### src/rtl/cdc_in_packetizer.sv
// rtl/cdc_in_packetizer.sv - packs CDC transmit FIFO bytes into bulk-IN packets with timeout, flush and ZLP
//
// Ports:
//   clk, rst_n          clock; asynchronous active-low reset
//   fifo_rdata          FIFO head byte (first-word-fall-through), valid while fifo_rempty=0
//   fifo_rempty         FIFO empty
//   fifo_rinc           pop strobe, combinational
//   flush               level request to close the current packet once the output byte has drained
//   ep_data, ep_valid   registered endpoint byte; transfers on ep_valid && ep_ready
//   ep_ready            endpoint accepts a byte or a packet finish
//   ep_pktfin           packet finish; completes on ep_pktfin && ep_ready
//   ep_pktlen           byte count of the packet being finished (0 = zero-length packet)
//   pkt_count           completed finishes including ZLPs, wrapping
//   busy                state machine is not idle

module cdc_in_packetizer #(
    parameter int DATA_WIDTH     = 8,
    parameter int MAX_PKT        = 64,
    parameter int TIMEOUT_CYCLES = 256
) (
    input  logic                           clk,
    input  logic                           rst_n,
    input  logic [DATA_WIDTH-1:0]          fifo_rdata,
    input  logic                           fifo_rempty,
    output logic                           fifo_rinc,
    input  logic                           flush,
    output logic [DATA_WIDTH-1:0]          ep_data,
    output logic                           ep_valid,
    input  logic                           ep_ready,
    output logic                           ep_pktfin,
    output logic [$clog2(MAX_PKT+1)-1:0]   ep_pktlen,
    output logic [15:0]                    pkt_count,
    output logic                           busy
);

    localparam int LW = $clog2(MAX_PKT + 1);
    localparam int IW = $clog2(TIMEOUT_CYCLES);
    localparam logic [LW-1:0] MAX_CNT   = LW'(MAX_PKT);
    localparam logic [IW-1:0] IDLE_TERM = IW'(TIMEOUT_CYCLES - 1);

    typedef enum logic [2:0] {
        S_IDLE,
        S_SEND,
        S_FIN,
        S_ZWAIT,
        S_ZFIN
    } state_t;

    state_t          state;
    state_t          state_next;
    logic [LW-1:0]   load_cnt;
    logic [IW-1:0]   idle_cnt;
    logic            zlp_pend;
    logic            pop;
    logic            send_close;
    logic            out_free;
    logic            idle_term;
    logic            short_timeout;

    always_comb begin
        state_next    = state;
        pop           = 1'b0;
        send_close    = 1'b0;
        ep_pktfin     = 1'b0;
        ep_pktlen     = '0;
        out_free      = !ep_valid || ep_ready;
        idle_term     = (idle_cnt == IDLE_TERM);
        short_timeout = (load_cnt != '0) && idle_term;

        case (state)
            S_IDLE: begin
                if (!fifo_rempty) begin
                    state_next = S_SEND;
                end
            end
            S_SEND: begin
                // A timed-out short packet closes before taking another byte, so a
                // byte arriving on the terminal count begins the next packet.
                pop = !fifo_rempty && out_free && (load_cnt < MAX_CNT) && !short_timeout;
                if (!pop && out_free &&
                    ((load_cnt == MAX_CNT) || ((load_cnt != '0) && (idle_term || flush)))) begin
                    send_close = 1'b1;
                    state_next = S_FIN;
                end
            end
            S_FIN: begin
                ep_pktfin = 1'b1;
                ep_pktlen = load_cnt;
                if (ep_ready) begin
                    state_next = zlp_pend ? S_ZWAIT : S_IDLE;
                end
            end
            S_ZWAIT: begin
                if (!fifo_rempty) begin
                    state_next = S_SEND;
                end else if (idle_term || flush) begin
                    state_next = S_ZFIN;
                end
            end
            S_ZFIN: begin
                ep_pktfin = 1'b1;
                if (ep_ready) begin
                    state_next = S_IDLE;
                end
            end
            default: begin
                state_next = S_IDLE;
            end
        endcase
    end

    assign fifo_rinc = pop;
    assign busy      = (state != S_IDLE);

    always_ff @(posedge clk or negedge rst_n) begin
        if (!rst_n) begin
            state     <= S_IDLE;
            load_cnt  <= '0;
            idle_cnt  <= '0;
            zlp_pend  <= 1'b0;
            ep_data   <= '0;
            ep_valid  <= 1'b0;
            pkt_count <= '0;
        end else begin
            state <= state_next;
            case (state)
                S_IDLE: begin
                    load_cnt <= '0;
                    idle_cnt <= '0;
                end
                S_SEND: begin
                    if (pop) begin
                        ep_data  <= fifo_rdata;
                        ep_valid <= 1'b1;
                        load_cnt <= load_cnt + LW'(1);
                        idle_cnt <= '0;
                    end else begin
                        if (ep_ready) begin
                            ep_valid <= 1'b0;
                        end
                        if (fifo_rempty && !idle_term) begin
                            idle_cnt <= idle_cnt + IW'(1);
                        end
                    end
                    if (send_close) begin
                        // Only a full-length packet needs a ZLP to mark its end.
                        zlp_pend <= (load_cnt == MAX_CNT);
                    end
                end
                S_FIN: begin
                    if (ep_ready) begin
                        pkt_count <= pkt_count + 16'd1;
                        load_cnt  <= '0;
                        idle_cnt  <= '0;
                    end
                end
                S_ZWAIT: begin
                    if (!fifo_rempty) begin
                        zlp_pend <= 1'b0;
                        idle_cnt <= '0;
                    end else if (!idle_term) begin
                        idle_cnt <= idle_cnt + IW'(1);
                    end
                end
                S_ZFIN: begin
                    if (ep_ready) begin
                        pkt_count <= pkt_count + 16'd1;
                        zlp_pend  <= 1'b0;
                    end
                end
                default: begin
                    load_cnt <= '0;
                end
            endcase
        end
    end

endmodule

### config.mk
export PLATFORM = sky130hd
export DESIGN_NAME = cdc_in_packetizer
export DESIGN_NICKNAME = d
export VERILOG_FILES = /design/src/rtl/cdc_in_packetizer.sv
export SDC_FILE = /design/constraint.sdc
export NUM_CORES = 1
export LEC_CHECK = 0
export CORE_MARGIN = 1.5
export CORE_UTILIZATION = 33
export CTS_CLUSTER_DIAMETER = 150
export DETAILED_ROUTE_END_ITERATION = 8
export DONT_BUFFER_PORTS = 1
export PLACE_DENSITY_LB_ADDON = 0.15
export SYNTH_ARGS = -nofsm -noshare
export SYNTH_HDL_FRONTEND = slang
export SYNTH_SLANG_ARGS = --single-unit
### constraint.sdc
create_clock -name clk -period 2.3 [get_ports clk]
set_clock_uncertainty 0.05 [all_clocks]
set_input_delay 0.345 -clock clk [delete_from_list [all_inputs] [get_ports clk]]
set_output_delay 0.345 -clock clk [all_outputs]
set_load 0.05 [all_outputs]
==> run summary, run 1 <==
root buf cell -> clkbuf_8
P_leak -> 1.35 nW
status -> finished, violations left
DP Cell Count -> 382
RSZ-0062 raised after global routing -> true
ANT cells -> 0
drt via density -> 5.08
register area -> 1100 µm²
Yosys reg bits -> 44
syn_area_per_cell -> 9.91 µm²
post-placement setup slack -> 0.0614 ns
row count -> 31
most common cell in the netlist -> dfrtp_1
# nets final -> 315
Rel. slew slack -> 48.1%
Cells after Synth -> 251
final worst-path cycle share -> 102%
Chip Height -> 89.8 µm
IO Port Bufs -> 0
asr flop ratio synth -> 100%
gr busiest metal -> met2
Skew-Pair Late Insertion Delay -> 0.29 ns
synth top area cells -> dfrtp_1, mux2_2, nand2_1
crit path capture type -> output port
Seq/Total Area, Yosys -> 44.2%
Worst Setup Path Type -> reg -> out
Post-Synthesis Cell Area -> 2490 µm²
met2 usage -> 23.5%
DRT Pass-1 Iters -> 4
H-tree lvl count -> 2
Final WS setup -> -0.0476 ns
Power Density -> 1070 nW/µm²
final core occ -> 42.6%
number of global-route vias before repair -> 1,987
total power draw -> 0.00332 W
HPWL after DPL -> 4.07 mm
Synth Flop Type -> dfrtp_1
largest net degree at the start of global routing -> 45
Max Clk Rate -> 426 MHz
violated checks -> setup timing
first-pass GRT wire length -> 9.64 mm
CP arrival -> 1.95 ns
gr usage total -> 14.6%
fin crit period -> 2.35 ns
share of layout cells above drive strength 1 -> 28.8%
worst vdd ir -> 0.678 mV
CP startpoint kind -> flip-flop
maxcap violations -> 0
starting density of the core -> 34.1%
CTS clk-pin slew, worst paths -> 0.08 ns
Finished Layout Cells -> 398
final number of hold-violating endpoints -> 0
worst slew pin tran -> 0.771 ns
Slew Viols, Final -> 0
Die W -> 89.8 µm
wire length per cell -> 14.4 µm
CTS tree -> built
CP Max Fanout -> 2
Num CTS Buffers -> 5
total grt overflow -> 0
GR Util met3 -> 4.65%
Final TNS setup -> -0.0476 ns
clock sinks -> 44
DRC -> 0
initial antenna violation count -> 0
final-layout fill cell count -> 763
Vias -> 2,021
total die area -> 8070 µm²
final setup violation count -> 1
core footprint -> 7290 µm²
yosys warns -> 0
Hold Crit Class -> in -> reg
Post-Route WL -> 5.72 mm
Initial DRC Count -> 89
Clock Path Buffers -> 2
syn nets -> 268
dominant cell type by area after synthesis -> dfrtp_1
Layout Area Growth over Synthesis -> 24.9%
top-area cell type share of the netlist area -> 44.2%
# IOs -> 48
Worst EP required -> 1.90 ns
routability cong. -> 0.824
EDFF count, synth -> 0
ANT nets after route -> 0
GRT met1 Usage -> 18.9%
Multi-input gate area -> 1330 µm²
Yosys cell types -> 56
commonest cells in the netlist -> dfrtp_1, nand2_1, nor2_1
-- report_power, final --
part | internal, W | switching, W
Clock | 0.000245 | 0.000271
Sequential | 0.000927 | 0.000428
Combinational | 0.000632 | 0.000821
Total | 0.00180 | 0.00152
-- state kept, by name, summed over array words and instances (netlist names) --
| register | cells |
|---|---|
| state | 3 |
| ep_valid | 1 |
| load_cnt | 7 |
| zlp_pend | 1 |
| idle_cnt | 8 |
| pkt_count | 16 |
| ep_data | 8 |
-- logic make-up (layout without fill, tap and decap cells) --
group                    count (synthesis)  count (layout)  share of synthesized area [%]
adder cells (fa/ha/maj)                  4               4                           2.01
AO/OA/AOI/OAI                           56              56                           15.7
buffers and inverters                   23              71                           5.43
flip-flops                              44              44                           44.2
XOR/XNOR                                16              16                           5.63
multiplexers                            11              11                           4.88
AND/OR/NAND/NOR                         97              97                           22.1
-- metrics by stage --
stage               hold slack, ns  cell area [µm²]
floorplan                -0.000591             2500
global placement           0.00148             2860
detailed placement         0.00226             2860
CTS                         0.0860             3020
global route                0.0928             3110
finish                      0.0964             3110
-- cell type report --
type,instances,share of cell area (%)
Clock inverter,1,0.241
Timing Repair Buffer,48,13.0
Multi-Input combinational cell,184,42.7
Sequential cell,44,35.4
Inverter,15,1.89
Clock buffer,7,2.78
Tap cell,99,3.98
-- worst paths after layout --
kind / from / to / cells past startpoint / slack (ns)
max in group asynchronous: rst_n / ep_data[4] / 2 / 1.49
min in group asynchronous: rst_n / idle_cnt[4] / 2 / 0.50
setup / recovery: load_cnt[0] / fifo_rinc / 8 / -0.05
hold / removal: ep_ready / state[2] / 1 / 0.1
setup reg to reg: load_cnt[0] / ep_data[5] / 10 / 0.06
hold reg to reg: pkt_count[6] / pkt_count[6] / 1 / 0.48
-- what timing repair did --
action                                  4_1_cts  5_1_grt
endpoints found under the hold margin        44        0
setup buffers                                 3        3
gates resized for setup                       3       17
hold buffers                                  2        0
pin swaps                                     1        2
endpoints found under the setup margin        1       19
-- routing by layer --
layer / share of wire, % / wire length, µm
met5: 0 / 0
met4: 1.2 / 68
met3: 5.4 / 309
met2: 46 / 2600
met1: 48 / 2740
-- layout by cell type, fill, tap and decap left out, types with 3 or more instances in the layout --
cell / count
a211oi_1: 5
a21oi_1: 8
and2_1: 6
buf_4: 44
clkbuf_8: 6
dfrtp_1: 44
inv_1: 12
mux2_4: 8
nand2_1: 19
nand3_1: 11
nand4_1: 5
nor2_1: 18
nor3_1: 6
nor4_1: 3
o21a_1: 6
o21ai_0: 12
o22ai_1: 3
o31a_1: 3
o31ai_1: 5
or3_1: 3
or4_1: 3
xnor2_1: 8
xor2_1: 8
-- worst max-delay path: stages (launching register included) --
cell,delay (ns)
dfrtp_1,0.39
inv_2,0.08
ha_4,0.12
or4b_4,0.47
nor3_4,0.14
o21a_1,0.16
nand2_2,0.09
inv_4,0.08
buf_12,0.13
Power figures use the tool's default switching activity.
==> run 2: changes to the inputs <==
--- a/config.mk
+++ b/config.mk
@@ -7,6 +7,7 @@
 export LEC_CHECK = 0
 export CORE_MARGIN = 1.5
 export CORE_UTILIZATION = 33
+export CTS_BUF_LIST = sky130_fd_sc_hd__clkbuf_8
 export CTS_CLUSTER_DIAMETER = 150
 export DETAILED_ROUTE_END_ITERATION = 8
 export DONT_BUFFER_PORTS = 1
==> run 2 against run 1 <==
Compared with the run above:
- the run still ends with setup timing left
- die area did not move
- largest cell class unchanged
- combinational power hardly changed
- non-clock buffer count is the same
- wire length about the same
- global-route usage did not move
- core utilization unchanged
- critical path type unchanged
- worst setup slack about the same
- total power down 0.13%
==> run summary, run 2 (synthesis gave the netlist of run 1 again) <==
status -> finished, violations left
violated checks -> setup timing
largest net degree at the start of global routing -> 45
worst hold endpoint -> state[2]
CP arrival -> 1.95 ns
P_leak -> 1.36 nW
total die area -> 8070 µm²
Worst Min Path Start -> ep_ready
core footprint -> 7290 µm²
crit path capture type -> output port
# IOs -> 48
Sw Ratio -> 45.8%
GR Util met3 -> 4.65%
Setup crit start -> load_cnt[0]
IO Port Bufs -> 0
RSZ-0062 raised after global routing -> true
met2 usage -> 23.5%
H-tree lvl count -> 2
ANT cells -> 0
most frequent cells in the layout -> dfrtp_1, buf_4, nand2_1
fin crit period -> 2.35 ns
Worst Setup Path Type -> reg -> out
Initial DRC Count -> 89
worst reg2reg path startpoint -> load_cnt[0]
Post-Route WL -> 5.72 mm
Skew-Pair Late Insertion Delay -> 0.29 ns
share of layout cells above drive strength 1 -> 28.8%
first-pass GRT wire length -> 9.64 mm
Slew Viols, Final -> 0
Worst EP required -> 1.90 ns
Critical R2R Capture -> ep_data[5]
final number of hold-violating endpoints -> 0
final core occ -> 42.6%
Most flops, register -> pkt_count
Largest register FFs -> 16
worst vdd ir -> 0.678 mV
registers with the most flip-flops -> pkt_count x16, ep_data x8, idle_cnt x8
DRC -> 0
final setup violation count -> 1
Clock Path Buffers -> 2
wire length per cell -> 14.4 µm
DRT Pass-1 Iters -> 4
maxcap violations -> 0
total grt overflow -> 0
final-layout fill cell count -> 763
CP Max Fanout -> 2
# nets final -> 315
sequential share of power -> 40.8%
Power Density -> 1070 nW/µm²
gr busiest metal -> met2
routability cong. -> 0.824
final worst-path cycle share -> 102%
Pint -> 0.00180 W
root buf cell -> clkbuf_8
ANT nets after route -> 0
Hold Crit Class -> in -> reg
Critical-path top delay cell -> or4b_4
clock sinks -> 44
CTS clk-pin slew, worst paths -> 0.08 ns
Final WS setup -> -0.0476 ns
worst slew pin tran -> 0.771 ns
CTS tree -> built
Layout Area Growth over Synthesis -> 24.9%
Logic pwr share -> 43.8%
crit-path cells -> inv_2, ha_4, or4b_4, nor3_4, o21a_1, nand2_2, inv_4, buf_12
clock share of power -> 15.4%
HPWL after DPL -> 4.07 mm
Vias -> 2,020
initial antenna violation count -> 0
Finished Layout Cells -> 398
starting density of the core -> 34.1%
Die W -> 89.8 µm
r2r setup slk -> 0.06 ns
Chip Height -> 89.8 µm
Num CTS Buffers -> 5
final hold slack -> 0.0961 ns
CP startpoint kind -> flip-flop
DP Cell Count -> 382
Hold Path Cell Cnt -> 1
row count -> 31
Max Clk Rate -> 426 MHz
GRT met1 Usage -> 18.9%
post-placement setup slack -> 0.0614 ns
FF-to-FF path depth -> 10
drt via density -> 5.08
Psw -> 0.00152 W
Rel. slew slack -> 48.1%
CP peak stage delay -> 0.47 ns
number of global-route vias before repair -> 1,987
gr usage total -> 14.6%
==> run 2: cell type report <==
| type | instances | area, µm² | area share [%] |
|---|---|---|---|
| Multi-Input combinational cell | 184 | 1330 | 42.7 |
| Sequential cell | 44 | 1100 | 35.4 |
| Timing Repair Buffer | 48 | 403 | 13.0 |
| Tap cell | 99 | 124 | 3.98 |
| Clock buffer | 6 | 82.6 | 2.66 |
| Inverter | 15 | 58.8 | 1.89 |
| Clock inverter | 2 | 11.3 | 0.362 |
==> run 2: what timing repair did <==
action,4_1_cts,5_1_grt
endpoints found under the setup margin,1,19
hold buffers,2,0
pin swaps,1,2
setup buffers,3,3
hold endpoints to repair,44,0
resized for setup,3,17
==> run 2: critical path: cells and delay by family (launching register included) <==
kind | cells | cell delay [ns]
buf+inv | 3 | 0.29
compound gates | 1 | 0.16
fa+ha+maj | 1 | 0.12
flops | 1 | 0.39
simple gates | 3 | 0.70
==> run 2: worst max-delay path by stage <==
stage | to | slack, ns | cells past startpoint
after floorplan | ep_data[0] | -0.02 | 8
after global placement | idle_cnt[7] | 0.07 | 9
after detailed placement | fifo_rinc | 0.06 | 8
after CTS | fifo_rinc | -0.10 | 8
after global routing | fifo_rinc | -0.17 | 8
final | fifo_rinc | -0.05 | 8
==> run 2: power by group through the flow <==
stage	logic (W)	registers, W	clock network, W
2_1_floorplan	0.000803	0.00147	0
3_3_place_gp	0.00129	0.00137	0
3_5_place_dp	0.00129	0.00136	0
4_1_cts	0.00135	0.00135	0.000537
5_1_grt	0.00159	0.00138	0.000570
6_report	0.00145	0.00135	0.000512
==> run 2: per-layer routing <==
layer | share of wire [%] | vias to the layer above
met1 | 48 | 973
li1 | - | 996
met2 | 46 | 44
met4 | 1.2 | 0
met5 | 0 | -
met3 | 5.4 | 7
==> run 2: per-stage QoR <==
| stage | power [W] | area (µm²) | TNS [ns] |
|---|---|---|---|
| after CTS | 0.00323 | 3020 | -0.100 |
| after detailed placement | 0.00265 | 2860 | 0 |
| after floorplan | 0.00227 | 2500 | -0.134 |
| final | 0.00332 | 3110 | -0.0476 |
| after global placement | 0.00265 | 2860 | 0 |
| after global routing | 0.00354 | 3110 | -0.998 |
